`src/rtl/data_memory_arbiter.sv`:
```
`default_nettype none
// ============================================================================
//  Module   : data_memory_arbiter
//  Purpose  : Shares one single-port data memory (synchronous write,
//             registered read) between the CPU datapath (port A) and the
//             debug/UART unit (port B). Round-robin arbitration, req/ack
//             handshake, one access in flight, fixed three-state sequence
//             IDLE -> ACCESS -> RESP.
//  Ports    :
//    clk, reset           clock (rising edge), async active-high reset
//    a_req/a_write/a_addr/a_wdata   port A request, held until a_ack
//    a_ack/a_rdata        port A one-cycle completion pulse / read data
//    b_*                  same as port A, for port B
//    mem_write/mem_addr/mem_in_data  drive the data memory
//    mem_out_data         registered read data from the data memory
//    busy                 high whenever the arbiter is not idle
//  Revision : 1.0 - initial release
// ============================================================================
module data_memory_arbiter #(
  parameter int ADDR_W = 11,
  parameter int DATA_W = 16
) (
  input  logic              clk,
  input  logic              reset,

  input  logic              a_req,
  input  logic              a_write,
  input  logic [ADDR_W-1:0] a_addr,
  input  logic [DATA_W-1:0] a_wdata,
  output logic              a_ack,
  output logic [DATA_W-1:0] a_rdata,

  input  logic              b_req,
  input  logic              b_write,
  input  logic [ADDR_W-1:0] b_addr,
  input  logic [DATA_W-1:0] b_wdata,
  output logic              b_ack,
  output logic [DATA_W-1:0] b_rdata,

  output logic              mem_write,
  output logic [ADDR_W-1:0] mem_addr,
  output logic [DATA_W-1:0] mem_in_data,
  input  logic [DATA_W-1:0] mem_out_data,

  output logic              busy
);

  localparam logic PORT_A = 1'b0;
  localparam logic PORT_B = 1'b1;

  typedef enum logic [1:0] {
    IDLE   = 2'd0,
    ACCESS = 2'd1,
    RESP   = 2'd2
  } state_t;

  state_t state;
  logic   last_grant;  // port that won the most recent grant
  logic   sel;         // port owning the access in flight

  // Round-robin decision: B wins only when A is absent, or when both ask
  // and A was the last one served.
  logic grant_any;
  logic grant_b;

  always_comb begin
    grant_any = a_req | b_req;
    grant_b   = b_req & (~a_req | (last_grant == PORT_A));
  end

  // Read data is broadcast to both ports; only the acked port may use it.
  assign a_rdata = mem_out_data;
  assign b_rdata = mem_out_data;

  always_ff @(posedge clk or posedge reset) begin
    if (reset) begin
      state       <= IDLE;
      last_grant  <= PORT_B;
      sel         <= PORT_A;
      a_ack       <= 1'b0;
      b_ack       <= 1'b0;
      mem_write   <= 1'b0;
      mem_addr    <= '0;
      mem_in_data <= '0;
      busy        <= 1'b0;
    end else begin
      case (state)
        IDLE: begin
          a_ack <= 1'b0;
          b_ack <= 1'b0;
          if (grant_any) begin
            // Latch the winner's request so later input changes cannot
            // disturb the access in flight.
            if (grant_b) begin
              mem_write   <= b_write;
              mem_addr    <= b_addr;
              mem_in_data <= b_wdata;
              sel         <= PORT_B;
              last_grant  <= PORT_B;
            end else begin
              mem_write   <= a_write;
              mem_addr    <= a_addr;
              mem_in_data <= a_wdata;
              sel         <= PORT_A;
              last_grant  <= PORT_A;
            end
            busy  <= 1'b1;
            state <= ACCESS;
          end
        end

        ACCESS: begin
          // The memory acts on this edge; write enable must not linger.
          mem_write <= 1'b0;
          a_ack     <= (sel == PORT_A);
          b_ack     <= (sel == PORT_B);
          state     <= RESP;
        end

        RESP: begin
          a_ack <= 1'b0;
          b_ack <= 1'b0;
          busy  <= 1'b0;
          state <= IDLE;
        end

        default: begin
          a_ack     <= 1'b0;
          b_ack     <= 1'b0;
          mem_write <= 1'b0;
          busy      <= 1'b0;
          state     <= IDLE;
        end
      endcase
    end
  end

endmodule
`default_nettype wire

```
`config.mk`:
```
export PLATFORM = sky130hd
export DESIGN_NAME = data_memory_arbiter
export DESIGN_NICKNAME = d
export VERILOG_FILES = /design/src/rtl/data_memory_arbiter.sv
export SDC_FILE = /design/constraint.sdc
export NUM_CORES = 1
export LEC_CHECK = 0
export BUFFER_PORTS_ARGS = -buffer_cell sky130_fd_sc_hd__buf_2
export CAP_MARGIN = 20
export CORE_UTILIZATION = 36
export DETAILED_ROUTE_END_ITERATION = 8
export PLACE_DENSITY = 0.88
export SLEW_MARGIN = 20
export SYNTH_ARGS = -nofsm -noshare
export SYNTH_HDL_FRONTEND = slang
export SYNTH_SLANG_ARGS = --single-unit
export TNS_END_PERCENT = 20
```
`constraint.sdc`:
```
create_clock -name clk -period 1.4 [get_ports clk]
set_clock_uncertainty 0.2 [all_clocks]
set_input_delay 0.28 -clock clk [delete_from_list [all_inputs] [get_ports clk]]
set_output_delay 0.28 -clock clk [all_outputs]
set_load 0.005 [all_outputs]
```
Yosys cells after proc, flatten, opt, wreduce, memory -nomap -nowiden
Cells that the tools add are included.
{"block": "op_classes", "n_mux": 12, "eq_ne": 3, "bitwise": 8, "n_reduce_logical": 4}
{"cell": "2-to-1 mux 16 bit", "count": 1}
{"cell": "2-to-1 mux 11 bit", "count": 1}
{"cell": "2-to-1 mux 1 bit", "count": 6}
{"cell": "AND reduction 2 bit", "count": 3}
{"cell": "inverter 1 bit", "count": 5}
{"cell": "one-hot mux 1 bit (2 select lines)", "count": 2}
{"cell": "one-hot mux 2 bit (2 select lines)", "count": 1}
{"cell": "== test 2 x 1 -> 1 bit (second input constant)", "count": 1}
{"cell": "== test 2 bit (second input constant)", "count": 1}
{"cell": "zero test 2 bit", "count": 1}
{"cell": "2-to-1 mux 2 bit", "count": 1}
{"cell": "inequality test 2 bit (second input constant)", "count": 1}
{"cell": "OR 1 bit", "count": 2}
{"cell": "bitwise AND 1 bit", "count": 1}
{"block": "word_totals", "regBits": 35, "elab_cells": 36, "inputBits": 76, "output_inout_bits": 63}

Depth between registers and ports, before layout
Gate-level depths: netlist of run 1.
{"block": "logic_depth", "word_depth": 6, "mapped_depth": 5, "depth_no_buf": 3}

Least setup slack after synthesis of run 1
Ideal clock, no wire load.
{"block": "synth_timing", "kind": "flip-flop to flip-flop", "startpoint": "register state[1]", "endpoint": "register sel", "setup_time_ns": 0.127, "path_stages_with_launch": 5, "required_ns": 1.073, "path_slack_ns": -0.068, "period_less_slack_ns": 1.468, "path_buffers": 1, "arrival_ns": 1.140, "path_cell_list": "dfrtp_1 > o21bai_2 > nor2_2 > buf_4 > mux2_1"}
{"block": "synth_between", "elab_chain_cells": 2}
{"item": "start, declared", "line": "57", "rtl": "state_t state;"}
{"item": "start signal, assigned", "line": "77", "rtl": "state <= IDLE;"}
{"item": "start signal, assigned", "line": "108", "rtl": "state <= ACCESS;"}
{"item": "start signal, assigned", "line": "117", "rtl": "state <= RESP;"}
{"item": "zero test 2 bit", "line": "87", "rtl": "case (state)"}
{"item": "AND reduction 2 bit (no source line)"}
{"item": "end signal, assigned", "line": "79", "rtl": "sel <= PORT_A;"}
{"item": "end signal, assigned", "line": "98", "rtl": "sel <= PORT_B;"}
{"item": "end signal, assigned", "line": "104", "rtl": "sel <= PORT_A;"}
{"item": "end, declared", "line": "59", "rtl": "logic sel;"}
Every way passes these cells.
A chain may end at the register's enable or synchronous reset.

Final worst setup path of run 1
{"block": "layout_timing", "startpoint": "register last_grant", "endpoint": "register mem_addr[8]"}
{"block": "layout_between", "elab_chain_cells": 4}
{"item": "start, declared", "line": "58", "rtl": "logic last_grant;"}
{"item": "start signal, assigned", "line": "78", "rtl": "last_grant <= PORT_B;"}
{"item": "start signal, assigned", "line": "99", "rtl": "last_grant <= PORT_B;"}
{"item": "start signal, assigned", "line": "105", "rtl": "last_grant <= PORT_A;"}
{"item": "inverter 1 bit", "line": "68", "rtl": "grant_b = b_req & (~a_req | (last_grant == PORT_A));"}
{"item": "OR 1 bit", "line": "68"}
{"item": "bitwise AND 1 bit", "line": "68"}
{"item": "2-to-1 mux 11 bit", "line": "94", "rtl": "if (grant_b) begin"}
{"item": "end signal, assigned", "line": "96", "rtl": "mem_addr <= b_addr;"}
{"item": "end signal, assigned", "line": "102", "rtl": "mem_addr <= a_addr;"}
{"item": "end, declared", "line": "41", "rtl": "output logic [ADDR_W-1:0] mem_addr,"}
Every way passes these cells.

==> impl_metrics.ini, run 1 <==
[floorplan]
dieWidth_um = 74.1
floorplan.initialDensity = 0.386
design.portCount = 139
dieHeight_um = 74.1
design.die.area_mm2 = 0.00549
fp.coreArea_mm2 = 0.00485
rows = 25

[pwr]
proportion_of_power_drawn_by_combinational_gates = 0.498
p_leak_nw = 1.17
worst_ir_drop_vdd_v = 0.000893
clockPowerShare = 0.152
power.switching_fraction = 0.353
p_per_area_mw_per_mm2 = 2080
power_report.internal_total_mw = 3.39
seqPwrFrac = 0.350
power.switching_mw = 1.85

[logic_synthesis]
yosysUniqueCellTypes = 20
synth_nets = 255
post_synth_instance_area_mm2 = 0.00187
gate_count_of_the_mapped_netlist = 179
ys_seq_elements = 35
ys.warnings.count = 0
ys_seq_area_frac = 0.469
synthesis.area_per_instance_um2 = 10.5

[placement]
post_detail_place_hpwl_um = 3390
routabilityCongestion = 0.728
post_dp_cell_area_mm2 = 0.00221
buffer_ports.inserted = 90

[critical_path]
worst-path-max-fanout = 13
worstPathArrival_ns = 1.41
cp-end-kind = flip-flop
worstRegToRegCells = 4
crit_required_ns = 1.37
crit-reg2reg-launch = last_grant
path_class = flip-flop to flip-flop
r2r_setup_slack_ns = -0.04
startpoint_type = flip-flop
r2r_end = mem_addr[8]

[layout]
fillers = 457
antenna-diode-count = 0
postLayoutCoreUtil = 0.519
nets = 319
fin_area_mm2 = 0.00252
post_route_cells_drive_above_1_share = 0.611
area_delta_synth_final_pct = 34.6

[cts]
post-cts-setup-buffer-count = 0
count_of_h_tree_levels_built_during_cts = 2
clkTransAtPathRegs_ns = 0.07
cts_tree = done
cts_made_buffers = 5
clock_insertion_delay_worst_skew_ns = 0.28
clockRootBuffer = sky130_fd_sc_hd__clkbuf_8
clkSinkCount = 35
max-clock-path-buffers = 2

[global_routing]
grt_pass1_vias = 1578
grt-ovfl-total = 0
largest_net_degree_at_the_start_of_global_routing = 36
combined_global_route_utilization_of_all_metal_layers = 0.189
antenna_found_initial = 0
first_pass_grt_wire_length_um = 7710

[sta]
min_period_over_period = 1.03
worst-slew-pin-transition_ns = 0.252
max_slew_violation_count = 0
layout_min_cycle_time_ns = 1.44
slew_headroom = 0.832
hold_violations = 0
postLayoutSetupSlackWorst_ns = -0.0417
max_freq_mhz = 694
rsz0062_at_grt = yes
setup_violations = 23

[routing]
number_of_vias_in_the_routed_layout = 1555
post_drt_via_cell_ratio = 5.00
initialDrtViolationCount = 23
ant_nets = 0
drcViolationCount = 0
detail_route.wirelength_um = 4860
post_drt_wl_per_cell_um = 15.6
drt_pass1_iterations = 4

[status]
result_of_the_run = finished with violations
violations = negative setup slack

[worst_hold_path]
holdPathEnd = mem_in_data[14]
worst_hold_path.num_cells = 3
holdCritStartpoint = a_wdata[14]
classification_of_the_worst_slack_hold_path = input port to flip-flop

[run]
max_cap_viol_count = 0
-- registers in the layout (all words and copies together) (netlist names) --
signal       cells
state            2
b_ack            1
mem_write        1
mem_in_data     16
last_grant       1
a_ack            1
sel              1
busy             1
mem_addr        11
-- routing by layer --
| layer | share of wire | vias up | track usage |
|---|---|---|---|
| li1 | - | 737 | - |
| met1 | 0.41 | 737 | 0.235 |
| met2 | 0.51 | 71 | 0.319 |
| met3 | 0.067 | 10 | 0.0501 |
| met4 | 0.015 | 0 | 0.0577 |
| met5 | 0 | - | 0 |
-- worst max-delay path, stage by stage, from the launching register on --
cell and delay, ns:
sky130_fd_sc_hd__dfstp_2 0.55, sky130_fd_sc_hd__a21boi_2 0.07, sky130_fd_sc_hd__buf_6 0.17, sky130_fd_sc_hd__a211oi_2 0.25, sky130_fd_sc_hd__a2bb2oi_2 0.08
-- power by group through the flow --
stage                     logic [mW]  clock network (mW)  registers [mW]
after floorplan                 1.42                   0            1.83
after global placement          2.15                   0            1.80
after detailed placement        2.25                   0            1.80
after CTS                       2.52               0.822            1.83
after global routing            2.87               0.868            1.90
final                           2.61               0.795            1.83
-- logic make-up (layout without fill, tap and decap cells) --
kind of cell,count (synthesis),count (layout),share of synthesized area
compound gates,60,60,0.266
buf+inv,50,115,0.184
flops,35,35,0.469
mux,2,2,0.0120
simple gates,32,32,0.0695
-- synth_stat cells --
cell type | count | share of area
sky130_fd_sc_hd__a21bo_1 | 1 | 0.0053
sky130_fd_sc_hd__inv_1 | 3 | 0.0060
sky130_fd_sc_hd__buf_4 | 35 | 0.14
sky130_fd_sc_hd__dfrtp_1 | 34 | 0.45
sky130_fd_sc_hd__buf_2 | 8 | 0.021
sky130_fd_sc_hd__and2_1 | 1 | 0.0033
sky130_fd_sc_hd__mux2_1 | 2 | 0.012
sky130_fd_sc_hd__a211oi_1 | 27 | 0.11
sky130_fd_sc_hd__a221oi_2 | 1 | 0.0080
sky130_fd_sc_hd__nor2_2 | 1 | 0.0033
sky130_fd_sc_hd__nor2b_1 | 2 | 0.0067
sky130_fd_sc_hd__o22ai_1 | 1 | 0.0033
sky130_fd_sc_hd__a21boi_2 | 1 | 0.0060
sky130_fd_sc_hd__nand2_1 | 28 | 0.056
sky130_fd_sc_hd__a2bb2oi_1 | 27 | 0.13
sky130_fd_sc_hd__o21bai_2 | 1 | 0.0060
sky130_fd_sc_hd__dfstp_2 | 1 | 0.014
sky130_fd_sc_hd__a21oi_1 | 1 | 0.0027
sky130_fd_sc_hd__clkbuf_1 | 2 | 0.0040
sky130_fd_sc_hd__buf_6 | 2 | 0.012
-- cell type report --
type	count	area (µm²)	share of cell area
clock buffer	8	100	0.0397
multi-input combinational	94	830	0.329
inverter	3	11.3	0.00447
timing repair buffer	104	617	0.245
sequential	35	877	0.348
tap	67	83.8	0.0333
-- layout by cell type (no fill, tap or decap), types with 2 or more instances in the layout --
master	Yosys	final
sky130_fd_sc_hd__a211oi_2	0	27
sky130_fd_sc_hd__a2bb2oi_1	27	23
sky130_fd_sc_hd__a2bb2oi_2	0	4
sky130_fd_sc_hd__buf_12	0	2
sky130_fd_sc_hd__buf_2	8	90
sky130_fd_sc_hd__buf_4	35	5
sky130_fd_sc_hd__buf_6	2	3
sky130_fd_sc_hd__buf_8	0	3
sky130_fd_sc_hd__clkbuf_8	0	7
sky130_fd_sc_hd__dfrtp_1	34	34
sky130_fd_sc_hd__inv_1	3	3
sky130_fd_sc_hd__nand2_1	28	28
-- worst max-delay path by stage --
stage,from,to,slack [ns],cells past startpoint
5_1_grt,last_grant,mem_in_data[8],-0.10,4
6_report,last_grant,mem_addr[8],-0.04,4
4_1_cts,last_grant,mem_in_data[5],-0.05,4
2_1_floorplan,state[1],sel,-0.04,4
3_3_place_gp,state[1],mem_in_data[4],-0.04,4
3_5_place_dp,state[1],mem_in_data[13],-0.12,4
-- stage by stage --
stage          worst slack (ns)  TNS [ns]  hold WS, ns  instances  power (mW)
6_report                -0.0417    -0.383       0.0225        311        5.23
5_1_grt                  -0.103     -2.11       0.0158        311        5.64
4_1_cts                 -0.0454    -0.570       0.0141        311        5.18
3_5_place_dp             -0.118     -2.11        0.140        302        4.05
3_3_place_gp            -0.0365    -0.465        0.136        302        3.95
2_1_floorplan           -0.0367   -0.0543        0.210        179        3.25
-- timing repair --
| action | CTS | global route |
|---|---|---|
| pin swaps | 5 | 8 |
| resized for setup | 31 | 12 |
| hold buffers | 1 | 0 |
| setup endpoints to repair | 27 | 32 |
| hold endpoints to repair | 34 | 0 |
Power figures use the tool's default switching activity.
==> run 2: changes to the inputs <==
--- a/config.mk
+++ b/config.mk
@@ -7,9 +7,11 @@
 export LEC_CHECK = 0
 export BUFFER_PORTS_ARGS = -buffer_cell sky130_fd_sc_hd__buf_2
 export CAP_MARGIN = 20
-export CORE_UTILIZATION = 36
+export CELL_PAD_IN_SITES_DETAIL_PLACEMENT = 1
+export CELL_PAD_IN_SITES_GLOBAL_PLACEMENT = 1
+export CORE_UTILIZATION = 25
 export DETAILED_ROUTE_END_ITERATION = 8
-export PLACE_DENSITY = 0.88
+export PLACE_DENSITY = 0.87
 export SLEW_MARGIN = 20
 export SYNTH_ARGS = -nofsm -noshare
 export SYNTH_HDL_FRONTEND = slang
==> impl_metrics.ini, run 2 (synthesis gave the netlist of run 1 again) <==
[sta]
timing.hold.ws_ns = 0.0207
min_period_over_period = 1.05
postLayoutSetupSlackWorst_ns = -0.0702
rsz0062_at_grt = yes
setup_violations = 29
max_freq_mhz = 680
layout_min_cycle_time_ns = 1.47
fin_setup_tns_ns = -1.28
hold_violations = 0
max_slew_violation_count = 0
worst-slew-pin-transition_ns = 0.275
slew_headroom = 0.816

[placement]
post_dp_cell_area_mm2 = 0.00222
buffer_ports.inserted = 90
routabilityCongestion = 0.779
post_detail_place_hpwl_um = 4060
pre_cts_slack_ns = -0.143

[routing]
detail_route.wirelength_um = 6110
drt_pass1_iterations = 4
ant_nets = 0
initialDrtViolationCount = 33
post_drt_wl_per_cell_um = 17.6
number_of_vias_in_the_routed_layout = 1663
post_drt_via_cell_ratio = 4.78
drcViolationCount = 0

[layout]
antenna-diode-count = 0
mostFrequentLayoutCell = sky130_fd_sc_hd__buf_2
post_route_cells_drive_above_1_share = 0.610
final_cell_mix = 90 x sky130_fd_sc_hd__buf_2, 34 x sky130_fd_sc_hd__dfrtp_1, 28 x sky130_fd_sc_hd__nand2_1, 27 x sky130_fd_sc_hd__a211oi_2, 26 x sky130_fd_sc_hd__a2bb2oi_1
largest_register_ff_count = 16
area_delta_synth_final_pct = 41.6
registers.top_by_ff_count = mem_in_data
largest_registers = mem_in_data: 16 flops, mem_addr: 11 flops, state: 2 flops
fin_area_mm2 = 0.00265
nets = 324

[critical_path]
worstPathArrival_ns = 1.43
worstRegToRegCells = 4
worst-path-max-fanout = 7
crit_required_ns = 1.36
r2r_setup_slack_ns = -0.07
cp-end-kind = flip-flop
path_class = flip-flop to flip-flop
startpoint_type = flip-flop

[cts]
clockRootBuffer = sky130_fd_sc_hd__clkbuf_8
max-clock-path-buffers = 2
clkSinkCount = 35
cts_tree = done
count_of_h_tree_levels_built_during_cts = 2
clkTransAtPathRegs_ns = 0.08
cts_made_buffers = 5
clock_insertion_delay_worst_skew_ns = 0.29

[floorplan]
dieWidth_um = 88.5
design.portCount = 139
rows = 31
floorplan.initialDensity = 0.258
fp.coreArea_mm2 = 0.00725
dieHeight_um = 88.5
design.die.area_mm2 = 0.00784

[pwr]
power.switching_fraction = 0.353
p_leak_nw = 1.22
power_report.internal_total_mw = 3.63
p_per_area_mw_per_mm2 = 2120
power.switching_mw = 1.99
worst_ir_drop_vdd_v = 0.000950
seqPwrFrac = 0.326
totalPowerFinal_mw = 5.62
proportion_of_power_drawn_by_combinational_gates = 0.510
clockPowerShare = 0.164

[global_routing]
first_pass_grt_wire_length_um = 9560
grt-ovfl-total = 0
largest_net_degree_at_the_start_of_global_routing = 36
antenna_found_initial = 0
combined_global_route_utilization_of_all_metal_layers = 0.164
grt_pass1_vias = 1806

[status]
violations = negative setup slack
result_of_the_run = finished with violations

[worst_hold_path]
classification_of_the_worst_slack_hold_path = input port to flip-flop
worst_hold_path.num_cells = 3

[run]
max_cap_viol_count = 0
run 2: cell count changes in the layout (fill, tap and decap cells not counted), sizes merged:
| cell | previous run | this run |
|---|---|---|
| bufbuf | 0 | 1 |
| clkinv | 0 | 2 |
| bufinv | 0 | 1 |
| buf | 103 | 107 |
| clkbuf | 8 | 5 |
run 2: what timing repair did:
item	4_1_cts	5_1_grt
hold endpoints to repair	34	0
endpoints found under the setup margin	29	32
pin swaps	30	10
gates resized for setup	49	5
hold buffers	1	0
gates cloned	4	0
buffers inserted	3	0
run 2: final cells by class:
cell class,count,area (µm²)
inverters,3,11.3
clock buffers,5,68.8
multi-input cells,94,825
clock inverters,3,43.8
repair buffers,109,702
well taps,99,124
fillers,847,4600
flip-flops and latches,35,877
run 2: path summary, 6_finish.rpt:
path / start / endpoint
max in group asynchronous: reset / last_grant
min: a_wdata[15] / mem_in_data[15]
min in group asynchronous: reset / mem_in_data[7]
max: last_grant / mem_in_data[9]
max reg2reg: last_grant / mem_in_data[9]
min reg2reg: sel / a_ack
run 2: per-layer routing:
layer / vias up / global-route usage / part of all wire
met4: 0 / 0.0601 / 0.021
met5: - / 0 / 0
met1: 842 / 0.202 / 0.42
met3: 23 / 0.0373 / 0.050
met2: 51 / 0.279 / 0.50
li1: 747 / - / -
run 2: worst max-delay path, stage by stage, from the launching register on:
cell	delay [ns]
sky130_fd_sc_hd__dfstp_2	0.59
sky130_fd_sc_hd__a21boi_4	0.10
sky130_fd_sc_hd__buf_6	0.16
sky130_fd_sc_hd__a211oi_2	0.19
sky130_fd_sc_hd__a2bb2oi_1	0.09
run 2: power by group through the flow:
stage                     Clock (mW)  Sequential (mW)  Combinational, mW
after floorplan                    0             1.83               1.42
after global placement             0             1.82               2.14
after detailed placement           0             1.81               2.27
after CTS                      0.957             1.83               2.85
after global routing           0.990             1.89               3.11
final                          0.922             1.83               2.87
run 2: through the flow:
step / util / cells
after global routing: 0.366 / 348
after floorplan: - / 179
after detailed placement: 0.306 / 332
final: 0.366 / 348
after global placement: 0.306 / 332
after CTS: 0.363 / 348
==> run 3: changes to the inputs <==
--- a/config.mk
+++ b/config.mk
@@ -11,7 +11,9 @@
 export CELL_PAD_IN_SITES_GLOBAL_PLACEMENT = 1
 export CORE_UTILIZATION = 25
 export DETAILED_ROUTE_END_ITERATION = 8
+export GPL_TIMING_DRIVEN = 0
 export PLACE_DENSITY = 0.87
+export SETUP_SLACK_MARGIN = 0.4
 export SLEW_MARGIN = 20
 export SYNTH_ARGS = -nofsm -noshare
 export SYNTH_HDL_FRONTEND = slang
==> impl_metrics.ini, run 3 (synthesis gave the netlist of run 1 again) <==
[status]
result_of_the_run = finished with violations
violations = negative hold slack, negative setup slack

[pwr]
power.switching_mw = 2.27
p_leak_nw = 1.54
p_per_area_mw_per_mm2 = 1870
clockPowerShare = 0.125
totalPowerFinal_mw = 6.10
worst_ir_drop_vdd_v = 0.000856
proportion_of_power_drawn_by_combinational_gates = 0.565
power.switching_fraction = 0.372
seqPwrFrac = 0.310
power_report.internal_total_mw = 3.83

[sta]
max_freq_mhz = 680
worst-slew-pin-transition_ns = 0.418
hold_violations = 34
rsz0062_at_grt = yes
slew_headroom = 0.721
setup_violations = 29
timing.hold.ws_ns = -0.281
min_period_over_period = 1.05
layout_min_cycle_time_ns = 1.47
postLayoutSetupSlackWorst_ns = -0.0716
max_slew_violation_count = 0

[placement]
pre_cts_slack_ns = -0.164
routabilityCongestion = 0.731
post_detail_place_hpwl_um = 4580
post_dp_cell_area_mm2 = 0.00270
buffer_ports.inserted = 122

[layout]
final_cell_mix = 123 x sky130_fd_sc_hd__buf_2, 38 x sky130_fd_sc_hd__buf_4, 34 x sky130_fd_sc_hd__dfrtp_1, 24 x sky130_fd_sc_hd__a2bb2oi_2, 21 x sky130_fd_sc_hd__a211oi_2
area_delta_synth_final_pct = 74.1
nets = 391
postLayoutCoreUtil = 0.449
largest_register_ff_count = 16
registers.top_by_ff_count = mem_in_data
mostFrequentLayoutCell = sky130_fd_sc_hd__buf_2
antenna-diode-count = 0
fin_area_mm2 = 0.00326
largest_registers = mem_in_data: 16 flops, mem_addr: 11 flops, state: 2 flops
post_route_cells_drive_above_1_share = 0.797

[cts]
count_of_h_tree_levels_built_during_cts = 2
clkTransAtPathRegs_ns = 0.07
cts_tree = done
clkSinkCount = 35
cts_made_buffers = 5
clockRootBuffer = sky130_fd_sc_hd__clkbuf_8
max-clock-path-buffers = 2
clock_insertion_delay_worst_skew_ns = 0.29

[global_routing]
first_pass_grt_wire_length_um = 9710
combined_global_route_utilization_of_all_metal_layers = 0.167
antenna_found_initial = 0
grt_pass1_vias = 1940
grt-ovfl-total = 0
largest_net_degree_at_the_start_of_global_routing = 26

[critical_path]
worst-path-max-fanout = 8
cp-end-kind = flip-flop
worstPathArrival_ns = 1.44
path_class = flip-flop to flip-flop
crit_required_ns = 1.37
worstRegToRegCells = 4
startpoint_type = flip-flop

[floorplan]
fp.coreArea_mm2 = 0.00725
design.die.area_mm2 = 0.00784
dieWidth_um = 88.5
floorplan.initialDensity = 0.258
rows = 31
dieHeight_um = 88.5
design.portCount = 139

[worst_hold_path]
classification_of_the_worst_slack_hold_path = input port to async pin

[routing]
ant_nets = 0
detail_route.wirelength_um = 6570
post_drt_via_cell_ratio = 4.58
post_drt_wl_per_cell_um = 15.8
drt_pass1_iterations = 4
number_of_vias_in_the_routed_layout = 1900
initialDrtViolationCount = 39
drcViolationCount = 0

[run]
max_cap_viol_count = 0
==> run 3: path summary, 6_finish.rpt <==
check	to	slack, ns	start
min in group clk	mem_in_data[15]	0.01	a_wdata[15]
setup / recovery	sel	-0.07	state[1]
hold / removal	mem_in_data[1]	-0.28	reset
hold reg to reg	a_ack	0.28	sel
max in group asynchronous	last_grant	0.79	reset
setup reg to reg	sel	-0.07	state[1]
==> run 3: final cells by class <==
type                       count  area, µm²
buffer                        47        389
clock buffer                   7       86.3
clock inverter                 1       5.00
fill                         834       4000
inverter                       3       11.3
multi-input combinational     94       1040
sequential                    35        877
tap                           99        124
timing repair buffer         129        723
==> run 3: routing by layer <==
metal | up-vias | wire length, µm | GRT usage
met3 | 10 | 513 | 0.0392
met2 | 101 | 3320 | 0.317
met5 | - | 0 | 0
li1 | 878 | - | -
met4 | 0 | 82 | 0.0469
met1 | 911 | 2650 | 0.183
==> run 3: what timing repair did <==
| item | CTS | global route |
|---|---|---|
| gates resized for setup | 38 | 39 |
| pin swaps | 7 | 26 |
| cloned | 0 | 2 |
| endpoints found under the hold margin | 30 | 10 |
| setup endpoints to repair | 66 | 66 |
| buffers inserted | 4 | 0 |
==> run 3: worst max-delay path, cell delays in order (launching register included) <==
cell and delay, ns:
sky130_fd_sc_hd__dfrtp_1 0.38, sky130_fd_sc_hd__o21bai_4 0.20, sky130_fd_sc_hd__nor2_4 0.11, sky130_fd_sc_hd__buf_6 0.16, sky130_fd_sc_hd__mux2_4 0.30
==> run 3: power groups by stage <==
stage	clock network [mW]	logic [mW]	registers, mW
2_1_floorplan	0	1.50	1.83
3_3_place_gp	0	2.42	1.81
3_5_place_dp	0	2.51	1.82
4_1_cts	0.808	2.91	1.82
5_1_grt	0.837	3.72	1.96
6_report	0.764	3.45	1.89
==> run 3: through the flow <==
step           std cells  setup TNS (ns)
6_report             415           -1.13
5_1_grt              415           -3.04
3_5_place_dp         401           -2.79
2_1_floorplan        179         -0.0543
4_1_cts              413           -1.07
3_3_place_gp         400          -16.13
